**src/rtl/ifu_fetch.sv**
```systemverilog
// ifu_fetch: instruction fetch unit.
//   Reads the current PC, issues one word read per instruction on the memory
//   request channel, captures the response and presents it to decode over a
//   valid/ready handshake. It is the only writer of the PC register. A
//   consumed instruction advances the PC by 4, and a redirect loads the
//   redirect target.
//
// Ports:
//   clock, reset                  single clock, synchronous active-high reset
//   pc_rdata                      current PC value
//   pc_wen, pc_wdata              PC write port (combinational, one cycle per event)
//   redirect_valid, redirect_pc   branch/trap redirect request
//   mem_req_valid/ready/addr      fetch request channel
//   mem_rsp_valid/data/err        fetch response channel
//   inst_valid/ready              decode handshake
//   inst_data, inst_pc, inst_fault  fetched instruction, its PC, fault flag
module ifu_fetch #(
    parameter int unsigned REG_W = 32
) (
    input  logic             clock,
    input  logic             reset,
    input  logic [REG_W-1:0] pc_rdata,
    output logic             pc_wen,
    output logic [REG_W-1:0] pc_wdata,
    input  logic             redirect_valid,
    input  logic [REG_W-1:0] redirect_pc,
    output logic             mem_req_valid,
    input  logic             mem_req_ready,
    output logic [REG_W-1:0] mem_req_addr,
    input  logic             mem_rsp_valid,
    input  logic [REG_W-1:0] mem_rsp_data,
    input  logic             mem_rsp_err,
    output logic             inst_valid,
    input  logic             inst_ready,
    output logic [REG_W-1:0] inst_data,
    output logic [REG_W-1:0] inst_pc,
    output logic             inst_fault
);

    typedef enum logic [1:0] {StIdle, StReq, StWait, StHold} state_e;

    state_e           state_q, state_d;
    logic             stale_q, stale_d;
    logic [REG_W-1:0] inst_data_q, inst_data_d;
    logic [REG_W-1:0] inst_pc_q, inst_pc_d;
    logic             inst_fault_q, inst_fault_d;
    logic             aligned;

    assign aligned      = (pc_rdata[1:0] == 2'b00);
    assign mem_req_addr = pc_rdata;
    assign inst_data    = inst_data_q;
    assign inst_pc      = inst_pc_q;
    assign inst_fault   = inst_fault_q;

    always_comb begin
        state_d       = state_q;
        stale_d       = stale_q;
        inst_data_d   = inst_data_q;
        inst_pc_d     = inst_pc_q;
        inst_fault_d  = inst_fault_q;
        pc_wen        = 1'b0;
        pc_wdata      = inst_pc_q + REG_W'(4);
        mem_req_valid = 1'b0;
        inst_valid    = 1'b0;

        unique case (state_q)
            StIdle: begin
                state_d = StReq;
            end
            StReq: begin
                mem_req_valid = !redirect_valid && aligned;
                if (!redirect_valid) begin
                    if (!aligned) begin
                        // Misaligned PC never reaches the bus; hand decode a fault.
                        inst_fault_d = 1'b1;
                        inst_data_d  = '0;
                        inst_pc_d    = pc_rdata;
                        state_d      = StHold;
                    end else if (mem_req_ready) begin
                        inst_pc_d = pc_rdata;
                        state_d   = StWait;
                    end
                end
            end
            StWait: begin
                if (redirect_valid) begin
                    if (mem_rsp_valid) begin
                        // Response lands with the redirect: drop it right away.
                        stale_d = 1'b0;
                        state_d = StReq;
                    end else begin
                        stale_d = 1'b1;
                    end
                end else if (mem_rsp_valid) begin
                    stale_d = 1'b0;
                    if (stale_q) begin
                        state_d = StReq;
                    end else begin
                        inst_data_d  = mem_rsp_err ? '0 : mem_rsp_data;
                        inst_fault_d = mem_rsp_err;
                        state_d      = StHold;
                    end
                end
            end
            StHold: begin
                inst_valid = 1'b1;
                if (inst_ready) begin
                    pc_wen  = 1'b1;
                    state_d = StReq;
                end
                if (redirect_valid) begin
                    state_d = StReq;
                end
            end
            default: begin
                state_d = StIdle;
            end
        endcase

        // Redirect wins over the sequential advance, including a coincident handshake.
        if (redirect_valid && (state_q != StIdle)) begin
            pc_wen   = 1'b1;
            pc_wdata = redirect_pc;
        end

        // Reset aborts at once, before the state register has been cleared.
        if (reset) begin
            pc_wen        = 1'b0;
            mem_req_valid = 1'b0;
            inst_valid    = 1'b0;
        end
    end

    always_ff @(posedge clock) begin
        if (reset) begin
            state_q      <= StIdle;
            stale_q      <= 1'b0;
            inst_data_q  <= '0;
            inst_pc_q    <= '0;
            inst_fault_q <= 1'b0;
        end else begin
            state_q      <= state_d;
            stale_q      <= stale_d;
            inst_data_q  <= inst_data_d;
            inst_pc_q    <= inst_pc_d;
            inst_fault_q <= inst_fault_d;
        end
    end

endmodule
```
**config.mk**
```make
export PLATFORM = sky130hd
export DESIGN_NAME = ifu_fetch
export DESIGN_NICKNAME = d
export VERILOG_FILES = /design/src/rtl/ifu_fetch.sv
export SDC_FILE = /design/constraint.sdc
export NUM_CORES = 1
export LEC_CHECK = 0
export ABC_AREA = 1
export BUFFER_PORTS_ARGS = -buffer_cell sky130_fd_sc_hd__clkbuf_2
export CORE_ASPECT_RATIO = 0.7
export CORE_MARGIN = 2
export CORE_UTILIZATION = 39
export DETAILED_ROUTE_END_ITERATION = 10
export PLACE_DENSITY = 0.74
export SETUP_SLACK_MARGIN = 0.15
export SLEW_MARGIN = 10
export SYNTH_ARGS = -nofsm -noshare
export SYNTH_HDL_FRONTEND = slang
export SYNTH_SLANG_ARGS = --single-unit
```
**constraint.sdc**
```tcl
create_clock -name clock -period 4.1 [get_ports clock]
set_input_delay 0.615 -clock clock [delete_from_list [all_inputs] [get_ports clock]]
set_output_delay 0.615 -clock clock [all_outputs]
set_load 0.02 [all_outputs]
```
==> run metrics <==
Placed Cells=around 1,000; DR iter-0 viols=277; register area share after synthesis=0.325; CP cell instances=inv_1, ha_1, nor2_2, clkinv_1, o21ai_0, clkbuf_2; Least-Margin Pin Slew=between 1 and 1.5 ns; nets=1,008; drt drc=0; register bit total from synthesis=68; GRT Total Usage=0.220; commonest non-fill, non-tap cell in the layout=clkbuf_2; CTS Root Cell=clkbuf_16; total power=2960 µW; fin crit share=0.752; grt ovf=0; Clock transition at path regs=~0.060 ns; Post CTS Setup Buffer Count=0; Slew Limit Fails=0; Final Cell Area=approximately 5500 µm²; first-pass GRT wire length=approximately 21,000 µm; Die Wd=128 µm; fmax=between 0.3 and 0.4 GHz; Area growth syn-to-layout=31.0%; Wirelength per Cell=12.4 µm; HPWL Detailed=9970 µm; setup TNS=0 ns; Clock Skew=0.00576 ns; Post-Synth Simple-Gate Area=0.411; CP arrival=2.47 ns; vias in the first global route=4,160; CP bufs+invs=3; Metal-1 WL=about 6300 µm; initial antenna violation count=0; syn avg cell area=5.89 µm²; largest family of logic cells by synthesized area=simple AND/OR/NAND/NOR gates; post-route minimum period=approximately 3 ns; static leakage=between 0.002 and 0.003 µW; gpl congestion=0.927; top cell type's share of synthesized area=0.325; max_cap viols=0; Power Density=540 nW/µm²; Rel. slew slack=0.213; Hold Crit Class=reg2reg; share of layout cells above drive strength 1=0.294; Core Area=10,400 µm²; clock buffer depth=2; met2 WL post-DR=5570 µm; FF-to-FF Start=state_q[1]$_SDFFE_PP0P_; adder-cell area share of the yosys netlist=0.0149; Worst IR Drop VDD=0.000365 V; vias per inst=4.63; commonest cells after routing, fill and taps aside=clkbuf_2 (234), nand2_1 (215), nor2_1 (169); CTS buffer count=9; cell taking the most area after synthesis=dfxtp_1; final setup fails=0; CTS sink cnt=68; Initial Util=0.403; non-filler cells, final=between 1,000 and 1,500; RSZ-0062 raised after global routing=false; yosys warns=0; Top Family by Delay on Critical Path=buffers and inverters; crit path capture type=output port; cts hold-fix bufs=0; final wirelength=12,900 µm; WS Path Type=reg2out; CTS tree=done; total inserted antenna cells=0; CP peak stage delay=0.68 ns; pin count of the biggest net entering global routing=63; H-tree Lvls=3; compound-gate portion of the synthesized area=0.0899; ranking of synthesized cells by area=dfxtp_1 (32%), nand2_1 (19%), nor2_1 (15%); top layer in use=met4; Startpoint Class=register; Worst EP required=3.48 ns; met3 routed WL=920 µm; io pins=235; Clock Latency Late Sink=0.33 ns; Pre-antenna DRT Iters=4; DR vias=4,805; Worst Path Max Fanout=26; placed cell area=5190 µm²; Die ar.=approximately 12,000 µm²; Mapped Cells=approximately 710; Routed Antenna Nets=0; worst min-delay path startpoint=inst_fault$_SDFFE_PP0P_; Netlist cell types=28; crit path max-delay cell type=clkinv_1; post-synthesis xor/xnor area fraction=0.0125; CTS resizes=0; post-synthesis mux area share=0; Synthesized Nets=819; IO Port Bufs=234; Die Ht=a little over 90 µm; Mapped Area=4190 µm²; outcome=complete, no violations; Final Hold Violating Endpoints=0; FP Rows=31; Worst Setup SP=state_q[0]$_SDFFE_PP0P_
-- where the power goes --
group	switching, µW	internal, µW	total, µW	leakage (µW)
Clock	300	474	773	0.000150
Combinational	907	394	1300	0.00221
Sequential	129	761	890	0.000553
Total	1340	1630	2960	0.00291
-- worst register-to-register path, delay by kind of cell, from the launching register on --
family	cells	cell delay, ns
AND/OR/NAND/NOR	4	0.98
buffers and inverters	3	0.81
adder cells (fa/ha/maj)	1	0.25
flip-flops	1	0.39
-- logic make-up after synthesis --
kind of cell,Yosys count
flip-flops,68
XOR/XNOR,6
AND/OR/NAND/NOR,435
adder cells (fa/ha/maj),5
buffers and inverters,125
AO/OA/AOI/OAI,72
-- layout make-up --
cell class              count  area (µm²)
fillers                  1129        4910
multi-input cells         518        2220
flip-flops and latches     68        1360
repair buffers            238        1200
inverters                  65         244
clock buffers               9         225
well taps                 132         165
clock inverters             7        75.1
-- through the flow --
step / hold WS, ns / util / setup WS (ns)
final: 0.456 / 0.528 / 1.02
after global routing: 0.500 / 0.528 / 0.777
after CTS: 0.465 / 0.528 / 0.971
after detailed placement: 0.456 / 0.499 / 1.21
after global placement: 0.431 / 0.499 / 1.25
after floorplan: 0.497 / - / 1.71
-- layer usage --
metal | vias to the layer above | GRT usage
li1 | 2542 | -
met1 | 2081 | 0.318
met2 | 174 | 0.343
met3 | 8 | 0.0462
met4 | 0 | 0.0357
met5 | - | 0
-- registers in the layout, summed over array words and instances (netlist names) --
name and cells:
inst_data 32, state_q 2, inst_fault 1, inst_pc 32
stale_q 1
-- worst paths after layout --
check	to	slack (ns)	cells past startpoint
worst min register to register	inst_fault$_SDFFE_PP0P_	0.46	2
worst max register to register	inst_pc[14]$_SDFFE_PP0P_	1.54	8
worst max-delay path	pc_wen	1.02	6
worst min-delay path	inst_fault$_SDFFE_PP0P_	0.46	2
-- Yosys cell counts (all sizes together) --
| master | count |
|---|---|
| xnor2 | 1 |
| a211oi | 1 |
| nand4 | 4 |
| a21oi | 23 |
| o21a | 1 |
| or2 | 3 |
| nor2 | 173 |
| nor3 | 3 |
| nor3b | 3 |
| inv | 63 |
| clkinv | 2 |
| o21bai | 3 |
| and2 | 1 |
| dfxtp | 68 |
| o21ai | 44 |
| nand3 | 33 |
| buf | 46 |
| xor2 | 5 |
| nand2 | 215 |
| ha | 5 |
| clkbuf | 14 |
(Power assumes the default switching activity.)
